--- src/rtl/cdb_arbiter_pkg.sv ---
// Shared constants and helpers for the CDB arbiter and its round-robin picker.
// Parameter defaults of the arbiter and its interface derive from these values.
package cdb_arbiter_pkg;

   localparam int   ROB_WIDTH  = 4;
   localparam int   DATA_WIDTH = 32;
   localparam int   SRC_COUNT  = 3;
   localparam logic TRUE       = 1'b1;
   localparam logic FALSE      = 1'b0;

   // Next round-robin start position after index idx has been served.
   function automatic int wrap_inc(input int idx, input int n);
      return (idx + 32'sd1) % n;
   endfunction

endpackage

--- src/rtl/cdb_arbiter_if.sv ---
// Result handshake from the execution units and the registered CDB broadcast.
// The master side is the environment (units, ROB); the slave side is the arbiter.
interface cdb_arbiter_if #(
   parameter int NUM_SRC = cdb_arbiter_pkg::SRC_COUNT,
   parameter int ROB_W   = cdb_arbiter_pkg::ROB_WIDTH,
   parameter int DATA_W  = cdb_arbiter_pkg::DATA_WIDTH
);
   import cdb_arbiter_pkg::*;

   logic                        ena;
   logic                        in_misbranch;
   logic [NUM_SRC-1:0]          in_src_valid;
   logic [NUM_SRC*ROB_W-1:0]    in_src_tag;
   logic [NUM_SRC*DATA_W-1:0]   in_src_value;
   logic [NUM_SRC-1:0]          in_src_isjump;
   logic [NUM_SRC*DATA_W-1:0]   in_src_jump_addr;
   logic [NUM_SRC-1:0]          out_src_ready;
   logic [ROB_W-1:0]            out_cdb_rob_tag;
   logic [DATA_W-1:0]           out_cdb_value;
   logic                        out_cdb_isjump;
   logic [DATA_W-1:0]           out_cdb_jump_addr;

   modport master (
      output ena, in_misbranch, in_src_valid, in_src_tag, in_src_value,
             in_src_isjump, in_src_jump_addr,
      input  out_src_ready, out_cdb_rob_tag, out_cdb_value, out_cdb_isjump,
             out_cdb_jump_addr
   );

   modport slave (
      input  ena, in_misbranch, in_src_valid, in_src_tag, in_src_value,
             in_src_isjump, in_src_jump_addr,
      output out_src_ready, out_cdb_rob_tag, out_cdb_value, out_cdb_isjump,
             out_cdb_jump_addr
   );

endinterface

--- src/rtl/cdb_arbiter_rr_picker.sv ---
// Combinational round-robin picker: first set request at or after ptr, wrapping.
// Kept generic so the reservation-station issue select can reuse it.
module rr_picker #(
   parameter int NUM_SRC = 3,
   parameter int PTR_W   = 2
) (
   input  logic [NUM_SRC-1:0] req_i,
   input  logic [PTR_W-1:0]   ptr_i,
   output logic [NUM_SRC-1:0] grant_o
);

   logic             found_s;
   logic [PTR_W-1:0] idx_s;

   // Walk the requests starting at ptr and keep only the first hit.
   always_comb begin
      grant_o = {NUM_SRC{1'b0}};
      found_s = 1'b0;
      idx_s   = ptr_i;
      for (int off = 0; off < NUM_SRC; off++) begin
         idx_s = PTR_W'((int'(ptr_i) + off) % NUM_SRC);
         if (!found_s && req_i[idx_s]) begin
            grant_o[idx_s] = 1'b1;
            found_s        = 1'b1;
         end else begin
            found_s = found_s;
         end
      end
   end

endmodule

--- src/rtl/cdb_arbiter.sv ---
// Common data bus arbiter: one holding slot per execution unit, round-robin
// grant of one slot per cycle, registered single-cycle CDB broadcast.
module cdb_arbiter
   import cdb_arbiter_pkg::*;
#(
   parameter int NUM_SRC = SRC_COUNT,
   parameter int ROB_W   = ROB_WIDTH,
   parameter int DATA_W  = DATA_WIDTH
) (
   input logic          clk,
   input logic          rst_n,
   cdb_arbiter_if.slave bus
);

   localparam int PW = (NUM_SRC > 1) ? $clog2(NUM_SRC) : 1;

   logic               act_s;
   logic [NUM_SRC-1:0] pick_s, grant_s, ready_s, xfer_s;
   logic [NUM_SRC-1:0] full_q, full_d;
   logic [PW-1:0]      ptr_q, ptr_d;
   logic [ROB_W-1:0]   tag_q   [NUM_SRC];
   logic [ROB_W-1:0]   tag_d   [NUM_SRC];
   logic [DATA_W-1:0]  value_q [NUM_SRC];
   logic [DATA_W-1:0]  value_d [NUM_SRC];
   logic [DATA_W-1:0]  jaddr_q [NUM_SRC];
   logic [DATA_W-1:0]  jaddr_d [NUM_SRC];
   logic [NUM_SRC-1:0] isjump_q, isjump_d;
   logic [ROB_W-1:0]   cdb_tag_q, cdb_tag_d;
   logic [DATA_W-1:0]  cdb_value_q, cdb_value_d;
   logic               cdb_isjump_q, cdb_isjump_d;
   logic [DATA_W-1:0]  cdb_jaddr_q, cdb_jaddr_d;

   rr_picker #(.NUM_SRC(NUM_SRC), .PTR_W(PW)) u_picker (
      .req_i   (full_q),
      .ptr_i   (ptr_q),
      .grant_o (pick_s)
   );

   // Ready bypasses through the grant so a lone source sustains one result per cycle.
   always_comb begin
      act_s   = bus.ena & ~bus.in_misbranch;
      grant_s = act_s ? pick_s : {NUM_SRC{1'b0}};
      ready_s = {NUM_SRC{act_s}} & (~full_q | grant_s);
      xfer_s  = bus.in_src_valid & ready_s;
   end

   assign bus.out_src_ready = ready_s;

   // Slot contents and round-robin pointer; tag 0 transfers are swallowed.
   always_comb begin
      full_d   = full_q;
      ptr_d    = ptr_q;
      tag_d    = tag_q;
      value_d  = value_q;
      jaddr_d  = jaddr_q;
      isjump_d = isjump_q;
      if (bus.in_misbranch) begin
         full_d = {NUM_SRC{FALSE}};
      end else begin
         for (int i = 0; i < NUM_SRC; i++) begin
            if (grant_s[i]) begin
               ptr_d = PW'(wrap_inc(i, NUM_SRC));
            end else begin
               ptr_d = ptr_d;
            end
            if (xfer_s[i] && (bus.in_src_tag[i*ROB_W +: ROB_W] != {ROB_W{1'b0}})) begin
               full_d[i]   = TRUE;
               tag_d[i]    = bus.in_src_tag[i*ROB_W +: ROB_W];
               value_d[i]  = bus.in_src_value[i*DATA_W +: DATA_W];
               jaddr_d[i]  = bus.in_src_jump_addr[i*DATA_W +: DATA_W];
               isjump_d[i] = bus.in_src_isjump[i];
            end else begin
               full_d[i] = full_q[i] & ~grant_s[i];
            end
         end
      end
   end

   // Broadcast register: flush clears, freeze holds, otherwise granted slot or idle.
   always_comb begin
      cdb_tag_d    = {ROB_W{1'b0}};
      cdb_value_d  = {DATA_W{1'b0}};
      cdb_isjump_d = 1'b0;
      cdb_jaddr_d  = {DATA_W{1'b0}};
      if (bus.in_misbranch) begin
         cdb_tag_d = {ROB_W{1'b0}};
      end else if (!bus.ena) begin
         cdb_tag_d    = cdb_tag_q;
         cdb_value_d  = cdb_value_q;
         cdb_isjump_d = cdb_isjump_q;
         cdb_jaddr_d  = cdb_jaddr_q;
      end else begin
         for (int i = 0; i < NUM_SRC; i++) begin
            cdb_tag_d    = cdb_tag_d    | (grant_s[i] ? tag_q[i]   : {ROB_W{1'b0}});
            cdb_value_d  = cdb_value_d  | (grant_s[i] ? value_q[i] : {DATA_W{1'b0}});
            cdb_jaddr_d  = cdb_jaddr_d  | (grant_s[i] ? jaddr_q[i] : {DATA_W{1'b0}});
            cdb_isjump_d = cdb_isjump_d | (grant_s[i] & isjump_q[i]);
         end
      end
   end

   // State registers with asynchronous clear.
   always_ff @(posedge clk or negedge rst_n) begin
      if (!rst_n) begin
         full_q       <= {NUM_SRC{1'b0}};
         ptr_q        <= {PW{1'b0}};
         isjump_q     <= {NUM_SRC{1'b0}};
         cdb_tag_q    <= {ROB_W{1'b0}};
         cdb_value_q  <= {DATA_W{1'b0}};
         cdb_isjump_q <= 1'b0;
         cdb_jaddr_q  <= {DATA_W{1'b0}};
         for (int i = 0; i < NUM_SRC; i++) begin
            tag_q[i]   <= {ROB_W{1'b0}};
            value_q[i] <= {DATA_W{1'b0}};
            jaddr_q[i] <= {DATA_W{1'b0}};
         end
      end else begin
         full_q       <= full_d;
         ptr_q        <= ptr_d;
         isjump_q     <= isjump_d;
         cdb_tag_q    <= cdb_tag_d;
         cdb_value_q  <= cdb_value_d;
         cdb_isjump_q <= cdb_isjump_d;
         cdb_jaddr_q  <= cdb_jaddr_d;
         tag_q        <= tag_d;
         value_q      <= value_d;
         jaddr_q      <= jaddr_d;
      end
   end

   assign bus.out_cdb_rob_tag   = cdb_tag_q;
   assign bus.out_cdb_value     = cdb_value_q;
   assign bus.out_cdb_isjump    = cdb_isjump_q;
   assign bus.out_cdb_jump_addr = cdb_jaddr_q;

endmodule

--- src/flat_wrapper.sv ---
// flat-port wrapper written by rule: the top's interface ports become plain ports
module cdb_arbiter_flat import cdb_arbiter_pkg::*;
#(
   parameter int NUM_SRC = SRC_COUNT,
   parameter int ROB_W   = ROB_WIDTH,
   parameter int DATA_W  = DATA_WIDTH
)
  (clk, rst_n, bus_ena, bus_in_misbranch, bus_in_src_valid, bus_in_src_tag, bus_in_src_value, bus_in_src_isjump, bus_in_src_jump_addr, bus_out_src_ready, bus_out_cdb_rob_tag, bus_out_cdb_value, bus_out_cdb_isjump, bus_out_cdb_jump_addr);
  cdb_arbiter_if #(.NUM_SRC(NUM_SRC), .ROB_W(ROB_W), .DATA_W(DATA_W)) bus_i ();
  input logic clk;
  input logic rst_n;
  input wire logic [$bits(bus_i.ena)-1:0] bus_ena;
  input wire logic [$bits(bus_i.in_misbranch)-1:0] bus_in_misbranch;
  input wire logic [$bits(bus_i.in_src_valid)-1:0] bus_in_src_valid;
  input wire logic [$bits(bus_i.in_src_tag)-1:0] bus_in_src_tag;
  input wire logic [$bits(bus_i.in_src_value)-1:0] bus_in_src_value;
  input wire logic [$bits(bus_i.in_src_isjump)-1:0] bus_in_src_isjump;
  input wire logic [$bits(bus_i.in_src_jump_addr)-1:0] bus_in_src_jump_addr;
  output wire logic [$bits(bus_i.out_src_ready)-1:0] bus_out_src_ready;
  output wire logic [$bits(bus_i.out_cdb_rob_tag)-1:0] bus_out_cdb_rob_tag;
  output wire logic [$bits(bus_i.out_cdb_value)-1:0] bus_out_cdb_value;
  output wire logic [$bits(bus_i.out_cdb_isjump)-1:0] bus_out_cdb_isjump;
  output wire logic [$bits(bus_i.out_cdb_jump_addr)-1:0] bus_out_cdb_jump_addr;
  assign bus_i.ena = bus_ena;
  assign bus_i.in_misbranch = bus_in_misbranch;
  assign bus_i.in_src_valid = bus_in_src_valid;
  assign bus_i.in_src_tag = bus_in_src_tag;
  assign bus_i.in_src_value = bus_in_src_value;
  assign bus_i.in_src_isjump = bus_in_src_isjump;
  assign bus_i.in_src_jump_addr = bus_in_src_jump_addr;
  assign bus_out_src_ready = bus_i.out_src_ready;
  assign bus_out_cdb_rob_tag = bus_i.out_cdb_rob_tag;
  assign bus_out_cdb_value = bus_i.out_cdb_value;
  assign bus_out_cdb_isjump = bus_i.out_cdb_isjump;
  assign bus_out_cdb_jump_addr = bus_i.out_cdb_jump_addr;
  cdb_arbiter #(.NUM_SRC(NUM_SRC), .ROB_W(ROB_W), .DATA_W(DATA_W)) u_core (.clk(clk), .rst_n(rst_n), .bus(bus_i));
endmodule
--- config.mk ---
export PLATFORM = sky130hd
export DESIGN_NAME = cdb_arbiter_flat
export DESIGN_NICKNAME = d
export VERILOG_FILES = /design/src/rtl/cdb_arbiter_pkg.sv /design/src/rtl/cdb_arbiter_if.sv /design/src/rtl/cdb_arbiter_rr_picker.sv /design/src/rtl/cdb_arbiter.sv /design/src/flat_wrapper.sv
export SDC_FILE = /design/constraint.sdc
export NUM_CORES = 1
export LEC_CHECK = 0
export CORE_ASPECT_RATIO = 0.75
export CORE_MARGIN = 2
export CORE_UTILIZATION = 60
export CTS_CLUSTER_SIZE = 20
export DETAILED_ROUTE_END_ITERATION = 12
export DONT_BUFFER_PORTS = 1
export PLACE_DENSITY = 0.76
export SLEW_MARGIN = 20
export SYNTH_ARGS = -nofsm -noshare
export SYNTH_HDL_FRONTEND = slang
export SYNTH_SLANG_ARGS = --single-unit
--- constraint.sdc ---
create_clock -name clk -period 8.2 [get_ports clk]
set_input_delay 2.46 -clock clk [delete_from_list [all_inputs] [get_ports clk]]
set_output_delay 2.46 -clock clk [all_outputs]
set_load 0.03 [all_outputs]
### After elaboration in Yosys (flattened, before gate mapping)

Cells that the tools add are included.

* register bits after elaboration: 281
* input bits: 214
* output and inout port bits: 72
* word-level logic and storage cells: 115

* add/subtract/negate cells: 2
* divide/modulo/power cells: 3
* order comparisons: 6
* mux-type cells: 42
* bitwise gates (word level): 25
* reductions and logical operators: 19

Operator list (count)
* 32-bit two-way mux: 10
* 32-bit OR: 4
* 32-bit by 3-bit remainder unit with 32-bit output, second input constant: 2
* 3-bit by 3-bit remainder unit with 32-bit output, second input constant: 1
* 4-bit two-way mux: 5
* 3-bit two-way mux: 5
* 1-bit two-way mux: 13
* 4-bit nonzero test: 3
* 2-bit by 3-bit less-than comparator with 1-bit output, second input constant: 3
* 3-bit OR: 3
* 1-bit logical AND: 8
* 4-bit OR: 2
* 2-bit AND reduction: 4
* 1-bit AND: 7
* 3-bit AND: 2
* 1-bit binary-select mux with 2-bit select: 3
* 1-bit demux with 2-bit select: 3
* 2-bit by 1-bit greater-or-equal comparator with 1-bit output, second input constant: 3
* 2-bit two-way mux: 3
* 1-bit NOT: 4
* 2-bit by 1-bit adder with 3-bit output, second input constant: 1
* 2-bit by 2-bit adder with 3-bit output, second input constant: 1
* 3-bit NOT: 1
* 3-bit nonzero test: 1
* 3 further kinds: 5

### Longest topological paths before layout

Gate-level depths: netlist (run 1).

* depth after elaboration: 17
* mapped depth: 11
* gate-level depth less buffers: 8

### Modules after synthesis

Synthesis (run 1) repeated with hierarchy kept, for this count alone.

* cell total of the unflattened synthesis: 852
* area, all modules: 11767.5 um2

By module, submodules not included
* cdb_arbiter: instances 1, cells an instance 816, area an instance 11494.8 um2, sequential area each 7031.7 um2
* rr_picker: instances 1, cells an instance 36, area an instance 272.8 um2, sequential area each 0.0 um2

### Least setup slack after synthesis (run 1)

OpenSTA, ideal clock, no wires.

* path type: input to output
* from: input bus_ena
* to: output bus_out_src_ready[1]
* arrival: 3513 ps
* data required time: 5740 ps
* path slack: 2227 ps
* cell stages on the path: 3
* buffers on the path: 1
* cell sequence: clkbuf_1 nand2b_1 a31oi_1

* cells in the longest elaborated chain, start to end: 4

Ends and longest elaborated chain
* from (decl): line flat_wrapper.sv:12 `input wire logic [$bits(bus_i.ena)-1:0] bus_ena;`
* 1-bit AND (*): line cdb_arbiter.sv:41 `act_s = bus.ena & ~bus.in_misbranch;`
* 3-bit two-way mux: line cdb_arbiter.sv:42 `grant_s = act_s ? pick_s : {NUM_SRC{1'b0}};`
* 3-bit OR: line cdb_arbiter.sv:43 `ready_s = {NUM_SRC{act_s}} & (~full_q | grant_s);`
* 3-bit AND (*): line cdb_arbiter.sv:43
* to (decl): line flat_wrapper.sv:19 `output wire logic [$bits(bus_i.out_src_ready)-1:0] bus_out_src_ready;`

Mark *: on every way between the ends. The rest lies on a longest branch, timed or not.

### Final worst setup path (run 1)

* from: input bus_in_misbranch
* to: output bus_out_src_ready[1]

* cells in the longest elaborated chain, start to end: 5

Ends and longest elaborated chain
* from (decl): line flat_wrapper.sv:13 `input wire logic [$bits(bus_i.in_misbranch)-1:0] bus_in_misbranch;`
* 1-bit NOT (no line) (*)
* 1-bit AND (*): line cdb_arbiter.sv:41
* 3-bit two-way mux: line cdb_arbiter.sv:42
* 3-bit OR: line cdb_arbiter.sv:43
* 3-bit AND (*): line cdb_arbiter.sv:43

Marked as above.

==> metrics.txt, run 1 <==
#FFs+latches synth=281; WHS=498.3 ps; RSZ-0062 raised after global routing=no; Initial Util=61.31%; vias per cell=6.736; Rel. slew slack=a little over a quarter; Reg2Reg Depth=9; Seq/Total Area, Yosys=59.19%; Post-Synthesis Cells=815; Die Footprint=20950 um^2; Yosys top cell area share=59.19%; Worst path depth=2; status=completed; DR WL/cell=27.28 um; All-Layer GR Usage=27.55%; Cell Int Power=3041 uW; Final Max Tran Viols=0; Synth area leader=dfrtp_1; Num CTS Buffers=27; worst IR drop on VDD=0.2278 mV; PwrDens=351.4 nW/um^2; Syn Nets=1033; Synth Area in Simple Gates=under 10%; CP Launch Type=primary input; YS warnings=0; post-route cell area=12790 um^2; initial antenna violation count=4; clk_skew=7.010 ps; Final min period=approximately 6000 ps; final setup violating endpoints=0; I/O pins=approximately 290; CP max stage delay=840 ps; sequential power share=between 50 and 60%; 1st-iter DRT viols=690; Cell Chain, Critical Path=nand2b_1 > a31oi_1; syn_area_per_cell=14.58 um^2; Die X=166.5 um; Synth async-reset ratio=between 90% and 100%; Synth cell types=44; Routed Antenna Nets=0; DRT Wirelength=28980 um; logic gate share of total power=20.9%; die outline height=125.9 um; largest family of logic cells by synthesized area=multiplexers; Hold Path Class=reg2reg; worst skew pair latency=510 ps; H-tree depth=1; Setup crit end kind=output port; Layout fillers=between 1000 and 1500; post-synthesis mux area share=20.87%; FMAX=between 0.15 and 0.2 GHz; Synth Flop Type=dfrtp_1; Final GP Congestion=between 0.8 and 0.9; row count=44; WP buf/inv=0; Min-Delay Path Depth=1; Compound-Gate Fraction of Synth Area=11.31%; Post-DP HPWL=18350 um; switching part of the total power=32.35%; Post-CTS Setup Bufs=0; Critical-path top delay cell=a31oi_1; Fin. Hold Viols=0; Synth Area in XOR/XNOR=0%; critical path's top delay family=compound AO/OA/AOI/OAI gates; CTS Hold Bufs=0; post-cts resize count=0; TritonCTS Sinks=281; Clock Path Buffers=3; first-pass GRT wire length=45380 um; DRC Markers=0; Crit path required time=approximately 5700 ps; layout cells sized above 1=roughly a third; synthesized area=between 10000 and 15000 um^2; most instantiated cells after synthesis=dfrtp_1, mux2_2, mux2_4, a22o_1, a221o_1; Worst Tran Pin Value=between 1000 and 1500 ps; drt pass-1 iters=6; crit path kind=in2out; Area growth, synth to finish=7.657%; post-route setup TNS=0 ps; max_cap viols=0; Root Buffer=clkbuf_16; Pleak=about 0.0055 uW; nets=1010; vias in the first global route=7721; NetSw=1454 uW; largest net degree at the start of global routing=roughly 280; via count=7154; count leader, synth=dfrtp_1; I/O Buffers=0; CP Data Arrival Time=3570 ps; CTS tree=done; gr ovfl total=0; ranking of synthesized cells by area=dfrtp_1, mux2_2, mux2_4, a221o_1, a22o_1; Clock power frac=26.4%; area share of fa/ha/maj cells after synthesis=0.4213%; core area=19380 um^2; Worst-path clk slew=60 ps; Worst Path Max Fanout=34; DP Area=11930 um^2; fin crit share=~74%; number of synthesized flops with an enable pin=0
==> layout by cell type, fill, tap and decap left out, drive strengths merged, types with 28 or more instances in the layout <==
cell type    n
dfrtp      281
mux2       200
clkbuf      37
a22o        42
a221o       41
nand2b      32
nor3        31
nor2        34
a222oi      28
==> sequential cells by signal (all words and copies together) (netlist names) <==
| signal | count |
|---|---|
| u_core.isjump_q | 3 |
| u_core.ptr_q | 2 |
| u_core.bus.out_cdb_rob_tag | 4 |
| u_core.tag_q | 12 |
| u_core.bus.out_cdb_isjump | 1 |
| u_core.value_q | 96 |
| u_core.bus.out_cdb_value | 32 |
| u_core.full_q | 3 |
| u_core.bus.out_cdb_jump_addr | 32 |
| u_core.jaddr_q | 96 |
==> per-layer routing <==
metal / track usage, % / part of all wire, % / vias up
met5: 0 / 0.045 / -
met4: 7.150 / 2.4 / 2
met3: 10.12 / 11 / 50
met2: 44.26 / 47 / 372
met1: 35.96 / 40 / 3711
li1: - / - / 3019
==> power by group through the flow <==
stage / sequential (uW) / clock [uW] / combinational [uW]
after floorplan: 2260 / 0 / 782
after global placement: 2350 / 0 / 884
after detailed placement: 2380 / 0 / 936
after CTS: 2360 / 1210 / 940
after global routing: 2410 / 1260 / 1020
final: 2370 / 1190 / 939
==> kinds of logic (layout without fill, tap and decap cells) <==
logic type / count (synthesis) / after routing
buffers and inverters: 66 / 59
other: 0 / 1
multiplexers: 204 / 204
adder cells (fa/ha/maj): 4 / 4
AO/OA/AOI/OAI: 146 / 146
AND/OR/NAND/NOR: 114 / 114
flip-flops: 281 / 281
==> per-stage QoR <==
step | util, % | std cells | setup slack (ps) | total power (uW)
after floorplan | - | 815 | 2227 | 3045
after detailed placement | 61.56 | 1015 | 2193 | 3317
after global routing | 66.00 | 1062 | 2133 | 4694
final | 66.00 | 1062 | 2170 | 4495
after global placement | 61.56 | 1015 | 2263 | 3235
after CTS | 65.84 | 1060 | 2178 | 4509
==> path summary, 6_finish.rpt <==
kind                       slack [ps]                                       to                      startpoint
min                               500  u_core.bus.out_cdb_value[0]$_DFFE_PN0P_  u_core.value_q[64]$_DFFE_PN0P_
max in group asynchronous        6120               u_core.full_q[1]$_DFF_PN0_                           rst_n
min in group asynchronous        1640           u_core.value_q[20]$_DFFE_PN0P_                           rst_n
max reg2reg                      4360           u_core.isjump_q[0]$_DFFE_PN0P_     u_core.ptr_q[1]$_DFFE_PN0P_
min reg2reg                       500  u_core.bus.out_cdb_value[0]$_DFFE_PN0P_  u_core.value_q[64]$_DFFE_PN0P_
max                              2170                     bus_out_src_ready[1]                bus_in_misbranch
==> final cells by class <==
| class | count | area, um^2 | share of cell area, % |
|---|---|---|---|
| diodes | 1 | 2.502 | 0.01957 |
| clock buffers | 37 | 733.2 | 5.733 |
| well taps | 253 | 316.6 | 2.475 |
| inverters | 6 | 22.52 | 0.1761 |
| multi-input cells | 468 | 4507 | 35.24 |
| repair buffers | 8 | 80.08 | 0.6261 |
| flip-flops and latches | 281 | 7032 | 54.98 |
| clock inverters | 8 | 96.34 | 0.7533 |
Note: power is estimated with default switching activity, not from simulation.
==> inputs of run 2 (changes only) <==
==> constraint.sdc (replaced) <==
create_clock -name clk -period 6.2 [get_ports clk]
set_input_delay 1.86 -clock clk [delete_from_list [all_inputs] [get_ports clk]]
set_output_delay 1.86 -clock clk [all_outputs]
set_load 0.03 [all_outputs]
==> run 2 against run 1 <==
Cell count increased by 0.56%. Combinational power rose by 33%. Die area stayed put. Clock skew up 6.2 ps. Setup slack got worse by 840 ps. Final area up 0.79%. Global-route usage up 0.37 points. Critical path type is now reg2out. Critical endpoint unchanged.
==> metrics.txt, run 2 (synthesis results as in run 1) <==
H-tree depth=1; FMAX=a little over 0.2 GHz; register area=7032 um^2; worst IR drop on VDD=around 0.35 mV; Fin. Hold Viols=0; nets=slightly above 1000; worst skew pair latency=530 ps; Worst-path clk slew=60 ps; hold_sp=u_core.jaddr_q[39]$_DFFE_PN0P_; vias per cell=roughly 6.8; Post-CTS Setup Bufs=0; Pleak=0.005586 uW; most frequent cells in the layout=dfrtp_1, mux2_2, mux2_4, a22o_1, a221o_1; All-Layer GR Usage=27.92%; Area growth, synth to finish=8.510%; Reg2Reg Depth=9; RSZ-0062 raised after global routing=no; gr ovfl total=0; final core occ=66.52%; top flop regs=u_core.jaddr_q (96), u_core.value_q (96); Min-Delay Path Depth=1; flop-to-flop setup slack=2360 ps; Rel. slew slack=26.17%; most common cell after layout, fill and taps aside=dfrtp_1; CTS Hold Bufs=0; I/O pins=286; CTS tree=done; drt pass-1 iters=7; CP Launch Type=flop; row count=44; final setup violating endpoints=0; Final Max Tran Viols=0; Clock Path Buffers=3; status=completed; PwrDens=471.9 nW/um^2; post-cts resize count=0; DR WL/cell=27.47 um; Root Buffer=clkbuf_16; DRT Wirelength=29330 um; Tot Pwr=6084 uW; Final GP Congestion=0.8564; max_cap viols=0; core area=about 19000 um^2; Routed Antenna Nets=0; crit path kind=reg2out; initial antenna violation count=4; Num CTS Buffers=27; Worst Path Max Fanout=7; layout cells sized above 1=32.39%; Layout fillers=between 1000 and 1500; vias in the first global route=between 7000 and 8000; via count=7265; Final min period=~4900 ps; DRC Markers=0; Initial Util=about 61%; largest net degree at the start of global routing=282; Crit path required time=4340 ps; TritonCTS Sinks=281; fin crit share=78.56%; launching point of the worst reg2reg path=u_core.ptr_q[1]$_DFFE_PN0P_; Setup crit end kind=output port; reg2reg end=u_core.jaddr_q[85]$_DFFE_PN0P_; Die Footprint=~21000 um^2; Hold Path Class=reg2reg; die outline height=125.9 um; I/O Buffers=0; first-pass GRT wire length=46020 um; clk_skew=13.22 ps; Hold Path End=u_core.jaddr_q[39]$_DFFE_PN0P_; Post-DP HPWL=about 19000 um; area of the multi-input gates=4507 um^2; post-route setup TNS=0 ps; CP Data Arrival Time=3010 ps; Worst Tran Pin Value=approximately 1100 ps; Die X=166.5 um; 1st-iter DRT viols=762
-- run 2: cell count changes in the layout (fill, tap and decap cells not counted) --
cell and change:
clkinv_4 -1, diode_2 +2, clkbuf_8 +5, bufinv_16 +1, clkbuf_1 -3, inv_6 +2
-- run 2: final cells by class --
cell class                 count  area share (%)
sequential                   281           54.55
multi-input combinational    468           34.96
clock buffer                  39           6.134
tap                          253           2.456
clock inverter                10           1.048
timing repair buffer           8          0.6212
inverter                       6          0.1747
antenna                        3         0.05824
-- run 2: metal layers --
| metal | vias up | global-route usage [%] | part of all wire, % |
|---|---|---|---|
| met3 | 59 | 8.580 | 9.7 |
| met5 | - | 0 | 0.044 |
| li1 | 3028 | - | - |
| met1 | 3775 | 36.90 | 40 |
| met2 | 401 | 44.94 | 48 |
| met4 | 2 | 8.722 | 2.7 |
-- run 2: worst max-delay path by stage --
| stage | slack (ps) | endpoint | from |
|---|---|---|---|
| after global routing | 1190 | bus_out_src_ready[1] | u_core.ptr_q[0]$_DFFE_PN0P_ |
| after global placement | 1420 | bus_out_src_ready[1] | bus_in_misbranch |
| after detailed placement | 1370 | bus_out_src_ready[1] | bus_in_misbranch |
| final | 1330 | bus_out_src_ready[1] | u_core.ptr_q[1]$_DFFE_PN0P_ |
| after floorplan | 1430 | bus_out_src_ready[1] | bus_ena |
| after CTS | 1370 | bus_out_src_ready[1] | bus_in_misbranch |
-- run 2: per-stage QoR --
step                setup WS (ps)  std cells  area [um^2]  hold WS (ps)
finish                       1329       1068        12890         497.1
global route                 1194       1068        12890         515.2
CTS                          1365       1064        12860         500.9
detailed placement           1367       1015        11930         486.2
global placement             1416       1015        11930         478.8
floorplan                    1427        815        11880         457.3
-- run 2: where the power goes --
part	leakage, uW	internal, uW	switching, uW
combinational	0.00168	696	554
sequential	0.00345	2420	715
clock	0.000456	1010	688
-- run 2: critical path: stages (launching register included) --
cell and delay [ps]:
dfrtp_1 410, inv_1 90, ha_1 310, inv_2 110, a21boi_0 280, o221ai_1 320
a31oi_1 970
==> variant, RTL diff (settings of run 1) <==
Set the package constant `DATA_WIDTH` to 28 (it was 32).
--- a/src/rtl/cdb_arbiter_pkg.sv
+++ b/src/rtl/cdb_arbiter_pkg.sv
@@ -3,7 +3,7 @@
 package cdb_arbiter_pkg;
 
    localparam int   ROB_WIDTH  = 4;
-   localparam int   DATA_WIDTH = 32;
+   localparam int   DATA_WIDTH = 28;
    localparam int   SRC_COUNT  = 3;
    localparam logic TRUE       = 1'b1;
    localparam logic FALSE      = 1'b0;
Interface: changed (resized bus_in_src_jump_addr, bus_in_src_value, bus_out_cdb_jump_addr and bus_out_cdb_value); port bits go from 286 to 254. No check against the original RTL was run, so the function may have changed too.
==> variant against run 1 <==
Wire length up 9.7%; worst setup slack worse by 290 ps; sequential cell count down 32; final area down 3.6%; area after synthesis down 3.5%; global-route usage up 3.8 points; combinational power down 8.0%; total power down 11%.
==> variant: results (changes against run 1) <==
{
  "placed_cells": {"value": 1236, "change": "+22%"},
  "r2r_cells": {"value": 7, "change": "-2"},
  "met3WireLength": {"value": 3630, "unit": "µm", "change": "+15%"},
  "biggestRegsByFlops": "u_core.jaddr_q: 84 flops, u_core.value_q: 84 flops",
  "clk-insertion-delay-late": {"value": 530, "unit": "ps", "change": "+20 ps"},
  "worstReg2RegEnd": "u_core.jaddr_q[33]$_DFFE_PN0P_",
  "worst_path_largest_cell_delay": {"value": 900, "unit": "ps", "change": "+60 ps"},
  "first_global_vias": {"value": 8439, "change": "+9.3%"},
  "power.ir.vdd_worst": {"value": 231, "unit": "µV", "change": "+1.3%"},
  "drive_above_1_share": {"value": 0.133, "change": "-0.184"},
  "wl_final": {"value": 31800, "unit": "µm", "change": "+9.7%"},
  "timing.setup.critical_path_class": "reg2out",
  "synth_nets": {"value": 1264, "change": "+22%"},
  "yosys-top-cells-count": "249 x dfrtp_1, 178 x nand2_1, 95 x nand3_1, 62 x mux2_1, 61 x o22ai_1",
  "wl_met2": {"value": 13700, "unit": "µm", "change": "+0.99%"},
  "maximum_number_of_pins_on_one_net_before_global_route_repair": {"value": 250, "change": "-11%"},
  "number_of_antenna_violations_at_the_first_check_in_global_routing": {"value": 3, "change": "-1"},
  "cp.arrival": {"value": 3860, "unit": "ps", "change": "+290 ps"},
  "power.leakage": {"value": 5.19, "unit": "nW", "change": "-6.2%"},
  "routabilityCongestion": {"value": 0.847, "change": "+5.0%"},
  "synth_sequential_area_ratio": {"value": 0.544, "change": "-0.0481"},
  "r2r_setup_slack": {"value": 3560, "unit": "ps", "change": "-800 ps"},
  "grt_pass1_wl": {"value": 48800, "unit": "µm", "change": "+7.5%"},
  "grt_util_all_layers": {"value": 0.314, "change": "+0.0384"},
  "min_path_type": "reg2reg",
  "fin_skew": {"value": 17.5, "unit": "ps", "change": "+10.5 ps"},
  "worst_path_dominant_cell_family": "compound AO/OA/AOI/OAI gates",
  "timing.critical_path.fanout_max": {"value": 23, "change": "-32%"},
  "dpl.hpwl": {"value": 20000, "unit": "µm", "change": "+9.1%"},
  "yosys_warnings": {"value": 0, "change": "unchanged"},
  "drtIter0Drc": {"value": 921, "change": "+33%"},
  "cts.path.max_buffers": {"value": 3, "change": "unchanged"},
  "met1Wirelength": {"value": 13400, "unit": "µm", "change": "+17%"},
  "run_status": "complete, no violations",
  "avgSynthCellArea": {"value": 10.7, "unit": "µm²", "change": "-27%"},
  "via_to_cell_ratio": {"value": 6.75, "change": "+0.22%"},
  "layout.filler_cells": {"value": 1435, "change": "+9.2%"},
  "cts_bufs_inserted": {"value": 24, "change": "-11%"}
}
[variant: changes by cell type after synthesis, sizes merged, moves of 18 or more]
cell / before / now
a31oi: 2 / 24
o22ai: 0 / 61
mux2: 200 / 116
nand2b: 32 / 4
nand2: 3 / 178
nor3: 31 / 2
a22o: 42 / 4
o21ai: 5 / 51
o311a: 0 / 18
a222oi: 28 / 0
clkbuf: 29 / 56
dfrtp: 281 / 249
nand3: 3 / 95
[variant: where the power goes]
| group | total (W) | internal, W | leakage, nW | switching, W |
|---|---|---|---|---|
| sequential | 0.00198 | 0.00160 | 3.10 | 0.000384 |
| combinational | 0.000864 | 0.000354 | 1.70 | 0.000510 |
| clock | 0.00113 | 0.000657 | 0.391 | 0.000476 |
[variant: stage by stage]
| step | hold WS [ps] | util | worst slack [ps] | area [µm²] |
|---|---|---|---|---|
| after floorplan | 448 | - | 1930 | 11500 |
| after global placement | 468 | 0.618 | 2150 | 11500 |
| after detailed placement | 481 | 0.618 | 2100 | 11500 |
| after CTS | 494 | 0.662 | 1540 | 12300 |
| after global routing | 511 | 0.662 | 1750 | 12300 |
| final | 496 | 0.662 | 1880 | 12300 |
[variant: final cells by class]
class / count / share of cell area
clock inverters: 4 / 0.00497
clock buffers: 36 / 0.0605
flip-flops and latches: 249 / 0.505
multi-input cells: 706 / 0.389
well taps: 247 / 0.0251
diodes: 1 / 0.000203
inverters: 19 / 0.00578
repair buffers: 15 / 0.00913
[variant: cell families after synthesis]
family	after synthesis	share of synthesized area
compound gates	257	0.167
fa+ha+maj	4	0.00437
buf+inv	115	0.0440
flops	249	0.544
mux	121	0.118
simple gates	324	0.122
[variant: worst max path at each step]
stage	cells past startpoint	slack [ps]	endpoint
floorplan	7	1930	bus_out_src_ready[2]
global placement	5	2150	bus_out_src_ready[2]
detailed placement	5	2100	bus_out_src_ready[1]
CTS	5	1540	bus_out_src_ready[1]
global route	5	1750	bus_out_src_ready[1]
finish	5	1880	bus_out_src_ready[1]
[variant: per-layer routing]
layer,vias up,GRT usage
li1,3794,-
met1,4306,0.453
met2,440,0.453
met3,77,0.104
met4,4,0.0987
met5,-,0
